### config.mk
export PLATFORM = sky130hd
export DESIGN_NAME = fifo_rd_packer
export DESIGN_NICKNAME = d
export VERILOG_FILES = /design/src/rtl/fifo_rd_packer.sv
export SDC_FILE = /design/constraint.sdc
export NUM_CORES = 1
export LEC_CHECK = 0
export CAP_MARGIN = 0
export CORE_ASPECT_RATIO = 0.6
export CORE_MARGIN = 4
export CORE_UTILIZATION = 53
export CTS_CLUSTER_DIAMETER = 150
export DETAILED_ROUTE_END_ITERATION = 8
export GPL_TIMING_DRIVEN = 0
export PLACE_DENSITY = 0.76
export SLEW_MARGIN = 20
export SYNTH_ARGS = -nofsm -noshare
export SYNTH_HDL_FRONTEND = slang
export SYNTH_SLANG_ARGS = --single-unit
### constraint.sdc
create_clock -name rd_clk -period 3.3 [get_ports rd_clk]
set_clock_uncertainty 0.2 [all_clocks]
set_input_delay 0.66 -clock rd_clk [delete_from_list [all_inputs] [get_ports rd_clk]]
set_output_delay 0.66 -clock rd_clk [all_outputs]
set_load 0.005 [all_outputs]
### src/rtl/fifo_rd_packer.sv
// Pops bytes from a FIFO read port and packs LANES of them, little-endian, into one
// output word with a valid/ready handshake; a flush emits a partially filled word.
module fifo_rd_packer #(
  parameter int DATAWIDTH = 8,
  parameter int LANES     = 4
) (
  input  logic                           rd_clk,
  input  logic                           rd_rst,
  input  logic                           fifo_empty,
  output logic                           rd_en,
  input  logic [DATAWIDTH-1:0]           rd_data,
  input  logic                           flush,
  output logic [DATAWIDTH*LANES-1:0]     out_word,
  output logic [LANES-1:0]               out_keep,
  output logic                           out_last,
  output logic                           out_valid,
  input  logic                           out_ready
);

  localparam int CNT_W = $clog2(LANES + 1);
  localparam logic [CNT_W-1:0] FULL = CNT_W'(LANES);

  logic [DATAWIDTH*LANES-1:0] acc;
  logic [CNT_W-1:0]           acc_cnt;
  logic                       pending;
  logic                       flush_req;

  logic [CNT_W-1:0]           fill;
  logic                       out_free;
  logic                       svc_flush;
  logic                       load_full;
  logic                       emit;

  function automatic logic [LANES-1:0] lane_mask(input logic [CNT_W-1:0] cnt);
    logic [LANES-1:0] m;
    m = '0;
    for (int i = 0; i < LANES; i++)
      if (CNT_W'(i) < cnt) m[i] = 1'b1;
    return m;
  endfunction

  // Lanes already filled plus the one still in flight bound how far we may pop ahead.
  always_comb begin
    fill      = acc_cnt + {{(CNT_W-1){1'b0}}, pending};
    out_free  = !out_valid || out_ready;
    rd_en     = !fifo_empty && !flush_req && (fill < FULL) && !rd_rst;
    svc_flush = flush_req && !pending && out_free;
    load_full = (acc_cnt == FULL) && out_free && !svc_flush;
    emit      = load_full || (svc_flush && (acc_cnt != '0));
  end

  always_ff @(posedge rd_clk or posedge rd_rst) begin
    if (rd_rst) begin
      acc       <= '0;
      acc_cnt   <= '0;
      pending   <= 1'b0;
      flush_req <= 1'b0;
      out_word  <= '0;
      out_keep  <= '0;
      out_last  <= 1'b0;
      out_valid <= 1'b0;
    end else begin
      pending <= rd_en;

      if (emit) begin
        out_word  <= acc;
        out_keep  <= lane_mask(acc_cnt);
        out_last  <= svc_flush;
        out_valid <= 1'b1;
      end else if (out_ready) begin
        out_valid <= 1'b0;
      end

      // A full or flushed accumulator never has a byte in flight, so clear and write are exclusive.
      if (svc_flush || load_full) begin
        acc     <= '0;
        acc_cnt <= '0;
      end else if (pending) begin
        for (int i = 0; i < LANES; i++)
          if (acc_cnt == CNT_W'(i)) acc[i*DATAWIDTH +: DATAWIDTH] <= rd_data;
        acc_cnt <= acc_cnt + CNT_W'(1);
      end

      if (svc_flush)  flush_req <= 1'b0;
      else if (flush) flush_req <= 1'b1;
    end
  end

endmodule
==> results of run 1 <==
-- how the worst max path moves through the flow --
stage / end
after global placement: out_word[22]
after detailed placement: rd_en
after CTS: rd_en
final: rd_en
after floorplan: acc[0]
after global routing: rd_en
-- layout by cell type, fill, tap and decap left out, types with 2 or more instances in the layout --
| cell type | n |
|---|---|
| inv_1 | 5 |
| a21oi_1 | 10 |
| nand2_1 | 19 |
| clkinv_2 | 2 |
| clkdlybuf4s50_1 | 51 |
| dfrtp_1 | 75 |
| buf_12 | 2 |
| clkbuf_1 | 4 |
| mux2i_1 | 27 |
| mux2_4 | 26 |
| clkbuf_8 | 9 |
| xnor2_1 | 2 |
| buf_2 | 7 |
| ha_1 | 3 |
| nor2_1 | 28 |
| nand3b_1 | 2 |
| mux2_2 | 7 |
-- metal layers --
metal  track usage, %  vias to the layer above  wire length [um]
met1            27.16                      993              3067
met3            7.163                       10               466
li1                 -                      913                 -
met4            6.142                        0                89
met2            28.79                       54              2834
met5                0                        -                 0
-- power breakdown --
part           total [mW]  internal [mW]  switching, mW
combinational       0.782          0.406          0.375
clock               0.694          0.350          0.343
sequential           1.12           1.05         0.0757
-- timing repair --
action / CTS / global route
setup endpoints to repair: 0 / 1
setup buffers: 0 / 0
resized for setup: 0 / 1
-- worst max-delay path, stage by stage, from the launching register on --
cell and delay [ns]:
dfrtp_1 0.33, clkbuf_1 0.29, and4b_1 0.40, nor3_2 0.26, clkdlybuf4s50_1 0.53
-- metrics by stage --
| step | cells | worst slack (ns) | area, um2 | setup TNS [ns] | power, mW |
|---|---|---|---|---|---|
| 2_1_floorplan | 236 | 0.5300 | 3174 | 0 | 1.624 |
| 3_3_place_gp | 367 | -0.7006 | 3785 | -52.18 | 1.905 |
| 3_5_place_dp | 368 | 0.2572 | 3815 | 0 | 1.930 |
| 4_1_cts | 384 | 0.09350 | 4008 | 0 | 2.624 |
| 5_1_grt | 383 | 0.1362 | 4009 | 0 | 2.743 |
| 6_report | 383 | 0.2643 | 4009 | 0 | 2.600 |
-- state kept, by name (all words and copies together), names as in the netlist --
name,count
acc,32
out_word,32
out_keep,4
acc_cnt,3
flush_req,1
out_last,1
out_valid,1
pending,1
-- cell families after synthesis --
logic type	share of synthesized area (%)
flops	59.12
mux	23.30
simple gates	8.199
buf+inv	4.375
compound gates	3.272
fa+ha+maj	1.183
xor+xnor	0.5519
-- cell type report --
type	count	area share [%]
sequential	75	46.82
multi-input combinational	140	29.03
timing repair buffer	52	13.42
clock buffer	10	3.184
buffer	14	2.809
tap	80	2.497
clock inverter	6	1.623
inverter	6	0.6242
==> results by group, run 1 <==
STA
  – Worst slew pin tran: 0.4692 ns
  – Fin. max-slew vios: 0
  – Min cycle time layout: 3.036 ns
  – Rel. slew slack: 68.72%
  – RSZ-0062 raised after global routing: false
  – Max Clk Rate: 329.4 MHz
  – Final Cycle Share: between 90 and 100%
  – Final hold vios: 0
  – Worst hold slack: between 0.3 and 0.4 ns
  – Final setup vio count: 0

Drt
  – DR pass1 iterations: 4
  – Remaining DRCs: 0
  – DR iter-0 viols: 79
  – Detail Route Antenna Nets: 0
  – Total Routed Length: 6457 um
  – Via count: ~2000
  – DR WL/cell: 16.86 um
  – DR vias/cell: slightly above 5

Global routing
  – GRT Overall Usage: 19.53%
  – Largest net degree at the start of global routing: 59
  – GR Overflow Total: 0
  – First-pass GRT wire length: about 11000 um
  – Vias in the first global route: 2056
  – Initial antenna violation count: 0

Min path
  – Worst hold stages: 1
  – Hold Path Sink: out_word[30]
  – Hold WC Path Type: register to register
  – Hold_sp: acc[30]

Logic synthesis
  – Cell variety after synth: 32
  – Area contributors post-synth: dfrtp_1, mux2_4, mux2i_1
  – Cell Area, Synth: 3174 um2
  – Yosys Warn Count: 0
  – Top-area cell type share of the netlist area: 59.12%
  – Post-synthesis cell count: 236
  – Synthesized flop and latch total: between 70 and 80
  – Post-Syn Nets: 252
  – Most numerous cell in the Yosys netlist: dfrtp_1
  – Synthesized area per cell: 13.45 um2
  – Post-synth top area cell: dfrtp_1
  – Post-synth top cells: dfrtp_1, nor2_1, mux2i_1, mux2_4, nand2_1
  – Seq/Total Area, Yosys: approximately three fifths
  – Ys async rst share: 100.0%
  – EDFF count, synth: 0
  – Top_reg_cell synth: dfrtp_1

Run
  – Maxcap violations: 0

Floorplanning
  – Core Area: 5675 um2
  – Top Ports: 52
  – Starting Density: 55.93%
  – Rows: 21
  – Die footprint: between 7000 and 8000 um2
  – Die Ht: 67.95 um
  – Die W: 107.9 um

Layout
  – Number of fill cells: ~440
  – Ant diodes: 0
  – Area of the multi-input gates: 1164 um2
  – Area Overhead vs Synth: 26.29%
  – Share of cells above drive strength 1: 20.79%
  – Utilization after layout: 70.63%
  – FF+latch area: 1877 um2
  – Layout net count: between 300 and 400

Critical path
  – Reg2reg end: out_word[4]
  – Crit. Startpoint: acc_cnt[2]
  – Startpoint types: register
  – Critical path data required time: 2.44 ns
  – Critical Path End Type: output port
  – Worst Path Max Fanout: 10
  – Worst EP arrival: about 2.2 ns
  – Reg2Reg Launch Point: acc_cnt[0]
  – R2r setup slk: 0.78 ns
  – R2R cell count: 8
  – Setup CP Type: register to output port

Clock network
  – Bufs on Longest Clock Path: 2
  – H-tree Lvls: 3
  – Worst skew pair latency: 0.35 ns
  – Clk root buf: clkbuf_8
  – CTS sink count: 75
  – Hold_buf cts: 0
  – CTS Buf Count: 9
  – CTS tree: built
  – Reg clk slew, reported paths: 0.08 ns

Placed design
  – Routability congestion estimate: 0.7533
  – Port Buffer Count: 51
  – Hpwl dp: 4407 um

Pwr
  – Pwr Density: 648.6 nW/um2
  – Peak supply drop: 349.1 uV
  – Leak: around 2 nW

Outcome
  – Outcome: finished clean
Note: power is estimated with default switching activity, not from simulation.
==> run 2: changes to the inputs <==
Settings changed: ABC_AREA set to 1.
==> run 2 against run 1 <==
Die area is 3.1% higher. Critical path type unchanged. Utilization is 1.8 points higher. Critical path depth is 3 higher. Highest routed layer unchanged.
==> results by group, run 2 <==
Global routing
  – Largest net degree at the start of global routing: 47
  – GR Overflow Total: 0
  – GRT Overall Usage: 24.66%
  – Vias in the first global route: 2625
  – Initial antenna violation count: 0
  – First-pass GRT wire length: 13740 um

Floorplanning
  – Top Ports: 52
  – Core Area: roughly 5800 um2
  – Rows: 21
  – Die footprint: 7559 um2
  – Die Ht: 68.97 um
  – Starting Density: 56.80%
  – Die W: 109.6 um

Critical path
  – Setup CP Type: register to output port
  – Critical path data required time: 2.44 ns
  – Critical Path End Type: output port
  – CP max-delay cell: clkdlybuf4s50_1
  – Worst EP arrival: 2.21 ns
  – Worst stage delay on the critical path: between 0.5 and 0.6 ns
  – CP most frequent cell: nand3_1
  – Worst Path Max Fanout: 9
  – Startpoint types: register
  – Cell Chain, Critical Path: buf_6 -> nand2_1 -> inv_1 -> nand3_1 -> nand3_1 -> nor2_1 -> clkdlybuf4s50_1

Logic synthesis
  – Cell variety after synth: 20
  – Post-synth top cells: nand2_1, nand3_1, dfrtp_1, inv_1
  – Most numerous cell in the Yosys netlist: nand2_1
  – Area contributors post-synth: dfrtp_1, nand3_1, nand2_1
  – Synthesized area per cell: 9.274 um2
  – Post-synth top area cell: dfrtp_1
  – Yosys Warn Count: 0
  – Top_reg_cell synth: dfrtp_1
  – Post-Syn Nets: 370
  – Cell Area, Synth: 3283 um2
  – Ys async rst share: 100.0%
  – Post-synthesis cell count: 354
  – Synthesized flop and latch total: 75
  – EDFF count, synth: 0
  – Top-area cell type share of the netlist area: 57.16%
  – Seq/Total Area, Yosys: 57.16%

Layout
  – Ant diodes: 0
  – Layout net count: 433
  – Non-filler cells, final: between 500 and 600
  – Commonest non-fill, non-tap cells in the layout: nand2_1, nand3_1, dfrtp_1
  – Area Overhead vs Synth: 27.52%
  – Number of fill cells: between 400 and 500
  – Regs by FF count: acc x32, out_word x32, out_keep x4
  – Commonest non-fill, non-tap cell in the layout: nand2_1
  – Share of cells above drive strength 1: 13.54%

Drt
  – Total Routed Length: 8340 um
  – DR WL/cell: 16.65 um
  – DR vias/cell: between 5 and 6
  – DR iter-0 viols: 260
  – DR pass1 iterations: 5
  – Remaining DRCs: 0
  – Via count: around 2800
  – Detail Route Antenna Nets: 0

STA
  – Rel. slew slack: between 50% and 60%
  – Final setup vio count: 0
  – Min cycle time layout: between 3 and 4 ns
  – Max Clk Rate: 325.9 MHz
  – Final hold vios: 0
  – Final Cycle Share: 93.00%
  – Worst slew pin tran: approximately 0.63 ns
  – Final worst slack: 0.2311 ns
  – Worst hold slack: 0.2763 ns
  – RSZ-0062 raised after global routing: false
  – Fin. max-slew vios: 0

Min path
  – Hold WC Path Type: register to register

Outcome
  – Outcome: finished clean

Pwr
  – Pwr Density: ~750 nW/um2
  – Peak supply drop: 443.8 uV
  – Sw Pwr: 1.012 mW
  – Sw Ratio: 32.24%
  – Fraction of power consumed by the clock network: 29.5%
  – Internal Pwr Total: 2.128 mW
  – Combinational power share: 32.7%
  – Flop pwr share: 37.8%
  – Leak: 2.218 nW

Clock network
  – Reg clk slew, reported paths: ~0.070 ns
  – Bufs on Longest Clock Path: 2
  – Clk root buf: clkbuf_8
  – Hold_buf cts: 0
  – Setup Fix Bufs, Post-CTS: 0
  – CTS Buf Count: 9
  – H-tree Lvls: 3
  – PostCTS Resize Cnt: 0
  – CTS sink count: 75
  – Worst skew pair latency: 0.35 ns
  – CTS tree: built

Placed design
  – Routability congestion estimate: 0.8379
  – Hpwl dp: 5670 um
  – Inst Count DP: 486
  – Pre-CTS WS: 0.4886 ns
  – Port Buffer Count: 51

Run
  – Maxcap violations: 0
==> run 2: cell count changes after synthesis, moves of 5 or more <==
cell	change
nand2_1	+97
buf_6	+9
mux2_2	-7
inv_1	+5
mux2_4	-26
mux2i_1	-27
nand3_2	+10
a21oi_1	-7
nor2_1	-21
nand3_1	+96
==> run 2: logic make-up after synthesis <==
group | count (synthesis) | share of synthesized area [%]
simple gates | 237 | 34.07
compound gates | 4 | 0.6095
fa+ha+maj | 3 | 1.143
flops | 75 | 57.16
xor+xnor | 1 | 0.2668
buf+inv | 34 | 6.745
==> run 2: worst paths after layout <==
kind	startpoint	endpoint	slack (ns)	depth (start not counted)
max	pending	rd_en	0.23	7
min in group asynchronous	rd_rst	acc[6]	0.48	2
min	acc[11]	out_word[11]	0.28	2
min reg2reg	acc[11]	out_word[11]	0.28	2
max in group asynchronous	rd_rst	acc[10]	1.87	3
max reg2reg	acc_cnt[0]	acc[7]	1.38	7
==> run 2: power by group through the flow <==
stage,clock (mW),combinational [mW],sequential (mW)
finish,0.925,1.03,1.19
global route,0.971,1.12,1.21
CTS,0.936,1.02,1.19
detailed placement,0,1.01,1.20
global placement,0,0.983,1.20
floorplan,0,0.599,1.20
==> run 2: cell type report <==
class / count / area (um2) / share of cell area, %
Timing Repair Buffer: 52 / 538.0 / 12.85
Clock buffer: 10 / 137.6 / 3.288
Clock inverter: 5 / 125.1 / 2.989
Multi-Input combinational cell: 245 / 1185 / 28.30
Sequential cell: 75 / 1877 / 44.83
Buffer: 19 / 165.2 / 3.945
Tap cell: 80 / 100.1 / 2.391
Inverter: 15 / 58.81 / 1.405
==> run 2: metrics by stage <==
step	setup TNS, ns	total power [mW]	instance area [um2]	utilization [%]
3_5_place_dp	0	2.212	3924	67.88
2_1_floorplan	0	1.795	3283	-
6_report	0	3.141	4187	72.42
5_1_grt	0	3.302	4187	72.42
4_1_cts	0	3.142	4187	72.42
3_3_place_gp	-53.20	2.179	3894	67.36
==> run 2: per-layer routing <==
metal	GRT usage [%]	share of wire [%]	vias to the layer above
met5	0	0	-
met4	6.065	1.2	0
met3	6.605	9.9	12
met2	37.61	43	151
met1	35.36	46	1328
li1	-	-	1282
==> run 2: critical path, delay by kind of cell, from the launching register on <==
family | cells | cell delay (ns)
buffers and inverters | 3 | 0.73
AND/OR/NAND/NOR | 4 | 0.76
flip-flops | 1 | 0.38
==> run 3: changes to the inputs <==
Settings changed: CTS_BUF_LIST set to sky130_fd_sc_hd__clkbuf_16.
==> run 3 against run 2 <==
Final cell count unchanged. Utilization increased by 1.6 points. Die area is the same. Critical path type unchanged. Critical endpoint unchanged.
==> results by group, run 3 (same netlist as run 2, synthesis figures left out) <==
STA
  – Rel. slew slack: 58.20%
  – RSZ-0062 raised after global routing: false
  – Final setup vio count: 0
  – Worst slew pin tran: roughly 0.62 ns
  – Fin. max-slew vios: 0
  – Final hold vios: 0
  – Min cycle time layout: roughly 3 ns
  – Worst hold slack: 0.2751 ns
  – Final Cycle Share: 92.60%
  – Max Clk Rate: ~330 MHz

Pwr
  – Peak supply drop: around 450 uV
  – Sw Pwr: 1.042 mW
  – Internal Pwr Total: between 2 and 2.5 mW
  – Pwr Density: 791.0 nW/um2
  – Flop pwr share: 35.2%
  – Leak: 2.258 nW
  – Sw Ratio: 30.78%
  – Fraction of power consumed by the clock network: 34.4%
  – Combinational power share: 30.4%

Global routing
  – Initial antenna violation count: 0
  – Vias in the first global route: 2682
  – Largest net degree at the start of global routing: 47
  – First-pass GRT wire length: roughly 14000 um
  – GR Overflow Total: 0
  – GRT Overall Usage: 24.89%

Clock network
  – Worst skew pair latency: 0.33 ns
  – Bufs on Longest Clock Path: 2
  – H-tree Lvls: 3
  – PostCTS Resize Cnt: 0
  – CTS tree: built
  – Hold_buf cts: 0
  – CTS sink count: 75
  – CTS Buf Count: 9
  – Clk root buf: clkbuf_16
  – Reg clk slew, reported paths: 0.06 ns
  – Setup Fix Bufs, Post-CTS: 0

Floorplanning
  – Core Area: 5781 um2
  – Rows: 21
  – Die Ht: ~69 um
  – Top Ports: 52
  – Starting Density: 56.80%
  – Die W: 109.6 um
  – Die footprint: approximately 7600 um2

Layout
  – Number of fill cells: 423
  – Commonest non-fill, non-tap cells in the layout: nand2_1, nand3_1, dfrtp_1
  – Share of cells above drive strength 1: 13.30%
  – Utilization after layout: between 70% and 80%
  – Area of the multi-input gates: roughly 1200 um2
  – Regs by FF count: acc x32, out_word x32, out_keep x4
  – Layout net count: 433
  – Area Overhead vs Synth: 30.30%
  – Commonest non-fill, non-tap cell in the layout: nand2_1
  – FF+latch area: between 1500 and 2000 um2
  – Ant diodes: 0

Critical path
  – Setup CP Type: register to output port
  – Buf/Inv on CP: 3
  – Critical path data required time: ~2.4 ns
  – Startpoint types: register
  – Cell Chain, Critical Path: buf_6 -> nand2_1 -> inv_1 -> nand3_1 -> nand3_1 -> nor2_1 -> clkdlybuf4s50_1
  – Worst Path Max Fanout: 9
  – Worst stage delay on the critical path: 0.52 ns
  – CP max-delay cell: clkdlybuf4s50_1
  – Crit-path leading delay family: simple AND/OR/NAND/NOR gates
  – CP most frequent cell: nand3_1
  – Critical Path End Type: output port
  – Worst EP arrival: between 2 and 2.5 ns

Placed design
  – Routability congestion estimate: roughly 0.84
  – Port Buffer Count: 51
  – Hpwl dp: about 5700 um

Drt
  – DR vias/cell: 5.607
  – Remaining DRCs: 0
  – DR WL/cell: 16.79 um
  – Detail Route Antenna Nets: 0
  – DR pass1 iterations: 5
  – Total Routed Length: 8414 um
  – DR iter-0 viols: 236
  – Via count: 2809

Run
  – Maxcap violations: 0

Min path
  – Hold WC Path Type: register to register

Outcome
  – Outcome: finished clean
[run 3: stage by stage]
step	instance area [um2]	TNS, ns	std cells	power (mW)	setup WS, ns
after floorplan	3283	0	354	1.795	0.5300
after global placement	3894	-53.20	485	2.179	-0.7133
after detailed placement	3924	0	486	2.212	0.4886
after CTS	4278	0	501	3.383	0.2860
after global routing	4278	0	501	3.551	0.1289
final	4278	0	501	3.384	0.2441
[run 3: power by group through the flow]
stage	combinational, mW	sequential, mW	clock (mW)
after global routing	1.12	1.21	1.22
after detailed placement	1.01	1.20	0
after floorplan	0.599	1.20	0
after CTS	1.02	1.19	1.17
final	1.03	1.19	1.16
after global placement	0.983	1.20	0
[run 3: path summary, 6_finish.rpt]
| check | start | endpoint | depth (start not counted) | slack [ns] |
|---|---|---|---|---|
| setup / recovery | pending | rd_en | 7 | 0.24 |
| hold / removal | acc[17] | out_word[17] | 2 | 0.28 |
| setup reg to reg | acc_cnt[0] | acc[7] | 7 | 1.40 |
| hold reg to reg | acc[17] | out_word[17] | 2 | 0.28 |
| max in group asynchronous | rd_rst | acc[29] | 3 | 1.85 |
| min in group asynchronous | rd_rst | pending | 2 | 0.50 |
[run 3: final cells by class]
class | count | area share [%]
plain buffers | 19 | 3.861
flip-flops and latches | 75 | 43.87
well taps | 80 | 2.340
clock inverters | 6 | 3.013
clock buffers | 9 | 5.265
multi-input cells | 245 | 27.70
inverters | 15 | 1.375
repair buffers | 52 | 12.58
[run 3: worst min-delay path: stages (launching register included)]
cell,delay (ns)
dfrtp_1,0.34
nand2_1,0.06
nand2_1,0.05
[run 3: per-layer routing]
metal / vias up / track usage [%] / part of all wire [%]
li1: 1290 / - / -
met1: 1335 / 35.88 / 45
met2: 159 / 37.31 / 43
met3: 25 / 7.442 / 10
met4: 0 / 5.599 / 1.7
met5: - / 0 / 0
